--- src/rtl/fft_result_unloader.sv ---
// Read-side sequencer for the FFT working buffer: walks all N points out of the buffer
// read port (optionally in bit-reversed address order) and streams them on valid/ready.
module fft_result_unloader #(
    parameter int ADDR_W   = 4,
    parameter int DATA_W   = 32,
    parameter int BITREV   = 1,
    parameter int READ_LAT = 1
) (
    input  logic              clk,
    input  logic              rst,
    input  logic              start,
    output logic              busy,
    output logic              done,
    output logic              rd_en,
    output logic [ADDR_W-1:0] rd_addr,
    input  logic [DATA_W-1:0] rd_data,
    output logic              m_valid,
    input  logic              m_ready,
    output logic [DATA_W-1:0] m_data,
    output logic [ADDR_W-1:0] m_index,
    output logic              m_last,
    output logic [1:0]        dbg_state
);
    localparam int N_POINTS = 1 << ADDR_W;
    localparam int DEPTH    = READ_LAT + 1;
    // The read strobe is registered, so one extra slot absorbs the read already on the bus
    // when the issue decision is made.
    localparam int SLOTS    = DEPTH + 1;
    localparam int PW       = $clog2(SLOTS);
    localparam int CW       = $clog2(SLOTS + 1);

    typedef enum logic [1:0] {S_IDLE, S_READ, S_DRAIN, S_DONE} state_t;

    state_t                     state;
    logic [ADDR_W-1:0]          issue_idx;
    logic [ADDR_W-1:0]          rd_idx_q;
    logic [READ_LAT-1:0]        sr_vld;
    logic [ADDR_W-1:0]          sr_idx [READ_LAT];
    logic [ADDR_W+DATA_W-1:0]   fifo_mem [SLOTS];
    logic [PW-1:0]              wr_ptr, rd_ptr;
    logic [CW-1:0]              fifo_count;
    logic                       push, pop, issue;
    logic [ADDR_W-1:0]          push_idx;
    int                         sr_cnt;
    int                         occ;

    function automatic logic [ADDR_W-1:0] bit_rev(input logic [ADDR_W-1:0] v);
        logic [ADDR_W-1:0] r;
        for (int i = 0; i < ADDR_W; i++) r[i] = v[ADDR_W-1-i];
        return r;
    endfunction

    // Host handshake: a word transfers on every rising edge where m_valid && m_ready;
    // m_valid never drops and m_data/m_index/m_last never change until that transfer.
    assign m_valid   = (fifo_count != '0);
    assign m_data    = fifo_mem[rd_ptr][DATA_W-1:0];
    assign m_index   = fifo_mem[rd_ptr][ADDR_W+DATA_W-1:DATA_W];
    assign m_last    = m_valid && (m_index == ADDR_W'(N_POINTS - 1));
    assign dbg_state = state;

    assign pop      = m_valid && m_ready;
    assign push     = sr_vld[READ_LAT-1];
    assign push_idx = sr_idx[READ_LAT-1];

    always_comb begin
        sr_cnt = 0;
        for (int i = 0; i < READ_LAT; i++) sr_cnt = sr_cnt + int'(sr_vld[i]);
        occ   = int'(fifo_count) + sr_cnt - int'(pop);
        issue = (state == S_READ) && (occ < DEPTH);
    end

    always_ff @(posedge clk) begin
        if (rst) begin
            state      <= S_IDLE;
            busy       <= 1'b0;
            done       <= 1'b0;
            rd_en      <= 1'b0;
            rd_addr    <= '0;
            rd_idx_q   <= '0;
            issue_idx  <= '0;
            sr_vld     <= '0;
            wr_ptr     <= '0;
            rd_ptr     <= '0;
            fifo_count <= '0;
            for (int i = 0; i < READ_LAT; i++) sr_idx[i] <= '0;
            for (int i = 0; i < SLOTS; i++) fifo_mem[i] <= '0;
        end else begin
            rd_en <= issue;
            if (issue) begin
                rd_addr   <= (BITREV != 0) ? bit_rev(issue_idx) : issue_idx;
                rd_idx_q  <= issue_idx;
                if (issue_idx != ADDR_W'(N_POINTS - 1)) issue_idx <= issue_idx + 1'b1;
            end

            // Tag each read with its natural index until its data arrives.
            sr_vld[0] <= rd_en;
            sr_idx[0] <= rd_idx_q;
            for (int i = 1; i < READ_LAT; i++) begin
                sr_vld[i] <= sr_vld[i-1];
                sr_idx[i] <= sr_idx[i-1];
            end

            if (push) begin
                assert (fifo_count != CW'(SLOTS)) else $error("output fifo push while full");
                fifo_mem[wr_ptr] <= {push_idx, rd_data};
                wr_ptr <= (wr_ptr == PW'(SLOTS - 1)) ? '0 : wr_ptr + 1'b1;
            end
            if (pop) rd_ptr <= (rd_ptr == PW'(SLOTS - 1)) ? '0 : rd_ptr + 1'b1;
            fifo_count <= fifo_count + CW'(push) - CW'(pop);

            case (state)
                S_IDLE: begin
                    done <= 1'b0;
                    if (start) begin
                        state     <= S_READ;
                        busy      <= 1'b1;
                        issue_idx <= '0;
                    end
                end
                S_READ: begin
                    if (issue && issue_idx == ADDR_W'(N_POINTS - 1)) state <= S_DRAIN;
                end
                S_DRAIN: begin
                    if (pop && m_last) begin
                        state <= S_DONE;
                        busy  <= 1'b0;
                        done  <= 1'b1;
                    end
                end
                S_DONE: begin
                    state <= S_IDLE;
                    done  <= 1'b0;
                end
                default: state <= S_IDLE;
            endcase
        end
    end
endmodule
--- config.mk ---
export PLATFORM = sky130hd
export DESIGN_NAME = fft_result_unloader
export DESIGN_NICKNAME = d
export VERILOG_FILES = /design/src/rtl/fft_result_unloader.sv
export SDC_FILE = /design/constraint.sdc
export NUM_CORES = 1
export LEC_CHECK = 0
export BUFFER_PORTS_ARGS = -buffer_cell sky130_fd_sc_hd__buf_2
export CORE_UTILIZATION = 40
export DETAILED_ROUTE_END_ITERATION = 16
export PLACE_DENSITY = 0.59
export SKIP_LAST_GASP = 1
export SYNTH_ARGS = -nofsm -noshare
export SYNTH_HDL_FRONTEND = slang
export SYNTH_SLANG_ARGS = --single-unit
--- constraint.sdc ---
create_clock -name clk -period 2.4 [get_ports clk]
set_input_delay 0.36 -clock clk [delete_from_list [all_inputs] [get_ports clk]]
set_output_delay 0.36 -clock clk [all_outputs]
set_load 0.01 [all_outputs]
# == After elaboration in Yosys (flattened, before gate mapping) ==
# Memories as Yosys holds them, arrays and structs flattened. A register that Yosys moved wholly into a read port is not among the register bits.
# Cells that the tools add are included.
# totals
reg_bits,24
ramBits,112
inputBits,36
out_inout_bits,47
elab_cells,75
mem_count,2
# op_classes
add_sub_neg,7
n_lt_le_gt_ge,1
eq_ne,11
n_mux,28
n_reduce_logical,15
# mem_list
name,depth,width,read_ports,rd_ports_with_merged_regs,wr,line,text
fifo_mem,3,36,1,1,3,39,logic [ADDR_W+DATA_W-1:0] fifo_mem [SLOTS];
sr_idx,1,4,1,0,1,38,logic [ADDR_W-1:0] sr_idx [READ_LAT];
# ops
cell,count
two-way mux 36 bit,1
OR reduction 36 bit,1
two-way mux 4 bit,5
two-way mux 2 bit,8
two-way mux 1 bit,11
equality test 2 bit (second input constant),4
equality test 4 bit (second input constant),2
one-hot mux 2 bit (4 select lines),1
AND reduction 3 bit,2
nonzero test 2 bit,3
logical AND 1 bit,5
adder 2 x 1 -> 2 bit (second input constant),2
adder 4 x 1 -> 4 bit (second input constant),1
< comparator 4 x 3 -> 1 bit (second input constant),1
inequality test 2 bit (second input constant),2
inequality test 4 bit (second input constant),1
one-hot mux 1 bit (2 select lines),2
OR reduction 4 bit,1
subtractor 3 x 1 -> 4 bit,1
adder 2 x 1 -> 3 bit,1
adder 2 x 1 -> 2 bit,1
equality test 2 x 1 -> 1 bit (second input constant),1
zero test 2 bit,1
inequality test 2 x 1 -> 1 bit (second input constant),1
3 further kinds,3

# == Logic depth before layout (Yosys ltp) ==
# logic_depth
word_depth,8
depth_mapped,12
depth_no_buf,11

# == Worst setup path after synthesis ==
# No wires, ideal clock.
# synth_path
path_type,register to register
from,reg fifo_count[1]
to,reg rd_addr[0]
setup_ns,0.128
arrival_time_ns,2.420
required_time_ns,2.272
setup_slack_ns,-0.148
path_stages_with_launch,13
n_path_buf,1
synth_period_minus_slack_ns,2.548
cell_sequence,dfxtp_1 or2_2 nand2_2 xnor2_1 ha_1 inv_1 fa_1 xnor2_1 a22oi_1 nand2b_1 buf_2 mux2i_1 nor2_1
# synth_via
elab_chain_cells,5
elab_cells_between_ends,6
cone_classes,add/sub (2); order compare (1); reduce/logical (3)
# synth_rtl
item,line,text
"start, declared",41,logic [CW-1:0] fifo_count;
"start signal, assigned",109,fifo_count <= fifo_count + CW'(push) - CW'(pop);
nonzero test 2 bit,55,assign m_valid = (fifo_count != '0);
named net m_valid,17,"output logic m_valid,"
logical AND 1 bit,61,assign pop = m_valid && m_ready;
subtractor 3 x 1 -> 4 bit,68,occ = int'(fifo_count) + sr_cnt - int'(pop);
< comparator 4 x 3 -> 1 bit,69,issue = (state == S_READ) && (occ < DEPTH);
logical AND 1 bit,69,
"end signal, assigned",90,rd_addr <= (BITREV != 0) ? bit_rev(issue_idx) : issue_idx;
"end, declared",15,"output logic [ADDR_W-1:0] rd_addr,"
# The timed path passes the listed nets, and every way through them passes these cells.
# A chain may end at the register's enable or synchronous reset.

# == Worst setup path in the final report ==
# layout_path
from,reg fifo_count[0]
to,reg issue_idx[0]
# layout_via
elab_chain_cells,8
elab_cells_between_ends,9
cone_classes,add/sub (2); order compare (1); mux (3); reduce/logical (3)
# layout_rtl
item,line,text
"parallel branches: the longest is 2 deep, another holds adder 2 x 1 -> 3 bit",n/a,
subtractor 3 x 1 -> 4 bit (*),68,
< comparator 4 x 3 -> 1 bit (*),69,
logical AND 1 bit (*),69,
two-way mux 4 bit (*),89,if (issue) begin
two-way mux 4 bit,114,if (start) begin
two-way mux 4 bit (*),111,case (state)
"end signal, assigned",92,if (issue_idx != ADDR_W'(N_POINTS - 1)) issue_idx <= issue_idx + 1'b1;
"end, declared",35,logic [ADDR_W-1:0] issue_idx;
# Mark *: on every way between the ends.

==> run summary <==
• **RD Place Congestion** 0.755
• **outcome** completed
• **Clock H-tree levels** 4
• **Vert. Die Dim** 135 µm
• **area of the die** 18300 µm²
• **Final Hold Vio Count** 0
• **number of synthesized flops with an enable pin** 144
• **fraction of the yosys area taken by sequential cells** 68.3%
• **CP max-delay cell** sky130_fd_sc_hd__fa_2
• **proportion of layout cells with a drive suffix above 1** 36.4%
• **leakage dissipation** 0.00338 µW
• **ratio of final minimum period to clock period** 97.1%
• **flop-to-flop setup slack** 0.07 ns
• **power consumption** 8250 µW
• **number of failing setup endpoints in the final timing report** 0
• **overall fraction of global-route tracks in use** 17.3%
• **first-pass GRT wire length** 22.9 mm
• **launch instance of the worst register-to-register path** fifo_count[0]
• **DR vias** 3991
• **maximum number of pins on one net before global-route repair** 38
• **post-route antenna net violation count** 0
• **PD cells** 956 nW/µm²
• **Slew Viols, Final** 0
• **endpoint with the worst hold slack** fifo_mem[3][22]
• **synthesized net count** 483
• **kind of cell adding the most delay to the critical path** adder cells
• **total negative slack** 0 ns
• **Initial Util** 41.0%
• **hold bufs inserted after CTS** 0
• **Synth-to-Final Area Change** 21.6%
• **Port Buffer Count** 82
• **CP cell instances** or2_4 > nand2_4 > xnor2_2 > ha_2 > inv_2 > fa_2 > a22oi_2 > buf_4 > nand3b_1 > xor2_1 > nor2_1
• **core outline area** 17300 µm²
• **leftover overflow at the end of global routing** 0
• **final worst path period need** 2.33 ns
• **number of cells on the worst hold path** 1
• **Routed wire per std cell** 19.3 µm
• **most common flop cell mapped by yosys** sky130_fd_sc_hd__edfxtp_1
• **Syn Inst Count** 439
• **delay of the slowest cell on the worst path** 0.53 ns
• **top-count cell post-synth** sky130_fd_sc_hd__edfxtp_1
• **crit-path max FO** 3
• **crit path capture type** register
• **CP required** 2.70 ns
• **Nets** 580
• **startpoint of the worst hold path** rd_data[22]
• **ranking of synthesized cells by instance count** sky130_fd_sc_hd__edfxtp_1, sky130_fd_sc_hd__and2_1, sky130_fd_sc_hd__and3_1
• **detailed-route wire length** 15.0 mm
• **terminus of the critical flop-to-flop path** issue_idx[0]
• **drt initial violations** 231
• **cell type with the largest total area after synthesis** sky130_fd_sc_hd__edfxtp_1
• **Die W** 135 µm
• **total number of clock tree sinks** 170
• **worst slew pin tran** 0.464 ns
• **Clock Path Buffers** 2
• **number of unique standard cell types used by synthesis** 40
• **buffer type at the clock tree root** sky130_fd_sc_hd__clkbuf_16
• **fraction of post-synthesis cell area in the top cell type by area** 61.0%
• **number of antenna diodes** 0
• **mean instance size in the synthesized netlist** 16.2 µm²
• **drt first pass iters** 4
• **largest vdd supply drop** 0.621 mV
• **antenna violations before repair** 1
• **worst hold path type** in -> reg
• **fmax** 0.429 GHz
• **number of register bits inferred by synthesis** 170
• **via count of the first global-routing pass** 4239
• **Final Non-Filler Cells** 774
• **worst r2r path cells** 11
• **clock tree from TritonCTS** done
• **number of buffers inserted during clock tree synthesis** 17
• **worst setup path class** reg -> reg
• **setup repair after global routing missed its margin** true
• **number of max-cap violations** 0
• **buffers plus inverters on the worst setup path** 2
• **Final Core Density** 49.9%
• **count of unresolved DRC violations after routing** 0
• **cell row count** 48
• **worst hold slack** 0.148 ns
• **Placed Cells incl. Taps** 741
• **sum of net half-perimeters after detailed placement** 8.84 mm
• **Fin Clk Skew** 0.00962 ns
• **YS warnings** 0
• **arrival time at the worst endpoint** 2.63 ns
• **top cells by area, synth** sky130_fd_sc_hd__edfxtp_1, sky130_fd_sc_hd__mux4_2, sky130_fd_sc_hd__dfxtp_1
• **number of top-level design ports** 83
• **clock input transition at the sequential cells of the worst setup and hold paths** 0.07 ns
• **async set or reset register ratio after synthesis** 0%
• **Slew headroom** 69.1%
• **clock latency reported for the late side of the worst-skew pair** 0.41 ns
• **startpoint class of the critical path** register
• **via/cell ratio** 5.16
• **cell area after synthesis** 7090 µm²
==> per-stage QoR <==
stage | instance area [µm²] | worst slack [ns]
floorplan | 7100 | 0.0175
global placement | 7910 | -0.0403
global route | 8630 | -0.0150
finish | 8630 | 0.0693
CTS | 8570 | 0.0274
detailed placement | 7910 | -0.149
==> power breakdown <==
group,leakage [µW],internal [µW],switching [µW]
clock network,0.000318,1860,1120
logic,0.00141,876,881
registers,0.00165,3390,116
total,0.00338,6130,2120
==> flip-flops by register name (all words and copies together) (netlist names), named ones only <==
signal / count
rd_ptr: 2
rd_en: 1
rd_addr: 3
done: 1
push: 1
wr_ptr: 2
fifo_mem: 144
issue_idx: 4
sr_idx: 4
fifo_count: 2
busy: 1
rd_idx_q: 1
dbg_state: 2
==> layout make-up <==
class / instances / area [µm²]
clock buffer: 18 / 429
clock inverter: 14 / 219
inverter: 6 / 22.5
sequential: 170 / 4850
timing repair buffer: 105 / 633
multi-input combinational: 236 / 2190
tap: 225 / 282
fill: 1493 / 8670
==> layout by cell type (no fill, tap or decap), types with 2 or more instances in the layout <==
cell and n:
sky130_fd_sc_hd__mux2i_1 6, sky130_fd_sc_hd__nor2b_2 2, sky130_fd_sc_hd__nand3_1 4, sky130_fd_sc_hd__and2_1 72, sky130_fd_sc_hd__clkbuf_16 17, sky130_fd_sc_hd__nor3_1 2
sky130_fd_sc_hd__dfxtp_2 2, sky130_fd_sc_hd__buf_12 4, sky130_fd_sc_hd__inv_1 5, sky130_fd_sc_hd__bufinv_16 5, sky130_fd_sc_hd__ha_1 6, sky130_fd_sc_hd__nand2_1 7
sky130_fd_sc_hd__mux4_2 36, sky130_fd_sc_hd__edfxtp_1 144, sky130_fd_sc_hd__xnor2_2 2, sky130_fd_sc_hd__nor2b_1 7, sky130_fd_sc_hd__nor3_2 2, sky130_fd_sc_hd__clkinv_4 4
sky130_fd_sc_hd__buf_2 82, sky130_fd_sc_hd__dfxtp_1 23, sky130_fd_sc_hd__a31o_1 2, sky130_fd_sc_hd__or2_2 2, sky130_fd_sc_hd__nor2_1 15, sky130_fd_sc_hd__and3_1 36
sky130_fd_sc_hd__a21oi_1 6, sky130_fd_sc_hd__nor2_2 3, sky130_fd_sc_hd__clkinv_2 2, sky130_fd_sc_hd__nand2b_1 2, sky130_fd_sc_hd__buf_4 19
==> routing by layer <==
layer / wire [µm] / share of wire (%) / GRT usage (%) / vias up
met5: 11 / 0.074 / 0 / -
met4: 132 / 0.88 / 4.93 / 2
met3: 763 / 5.1 / 4.34 / 14
met2: 7690 / 51 / 29.5 / 108
met1: 6370 / 43 / 21.9 / 2017
li1: - / - / - / 1850
==> cell families after synthesis <==
logic type / synth area share (%)
mux: 12.4
buf+inv: 1.96
simple gates: 13.7
compound gates: 1.69
xor+xnor: 0.370
flops: 68.3
fa+ha+maj: 1.52
==> worst max path at each step <==
stage,start,end,slack (ns),cells past startpoint
6_report,fifo_count[0],issue_idx[0],0.07,11
5_1_grt,fifo_count[0],issue_idx[0],-0.02,12
4_1_cts,fifo_count[0],issue_idx[1],0.03,12
3_5_place_dp,fifo_count[0],dbg_state[0],-0.15,12
3_3_place_gp,fifo_count[0],dbg_state[1],-0.04,12
2_1_floorplan,fifo_count[1],issue_idx[3],0.02,12
==> repair_timing <==
action,CTS,global route
resized for setup,5,12
endpoints found under the hold margin,0,0
setup buffers,0,1
pin swaps,0,7
endpoints found under the setup margin,21,10
Power figures use the tool's default switching activity.
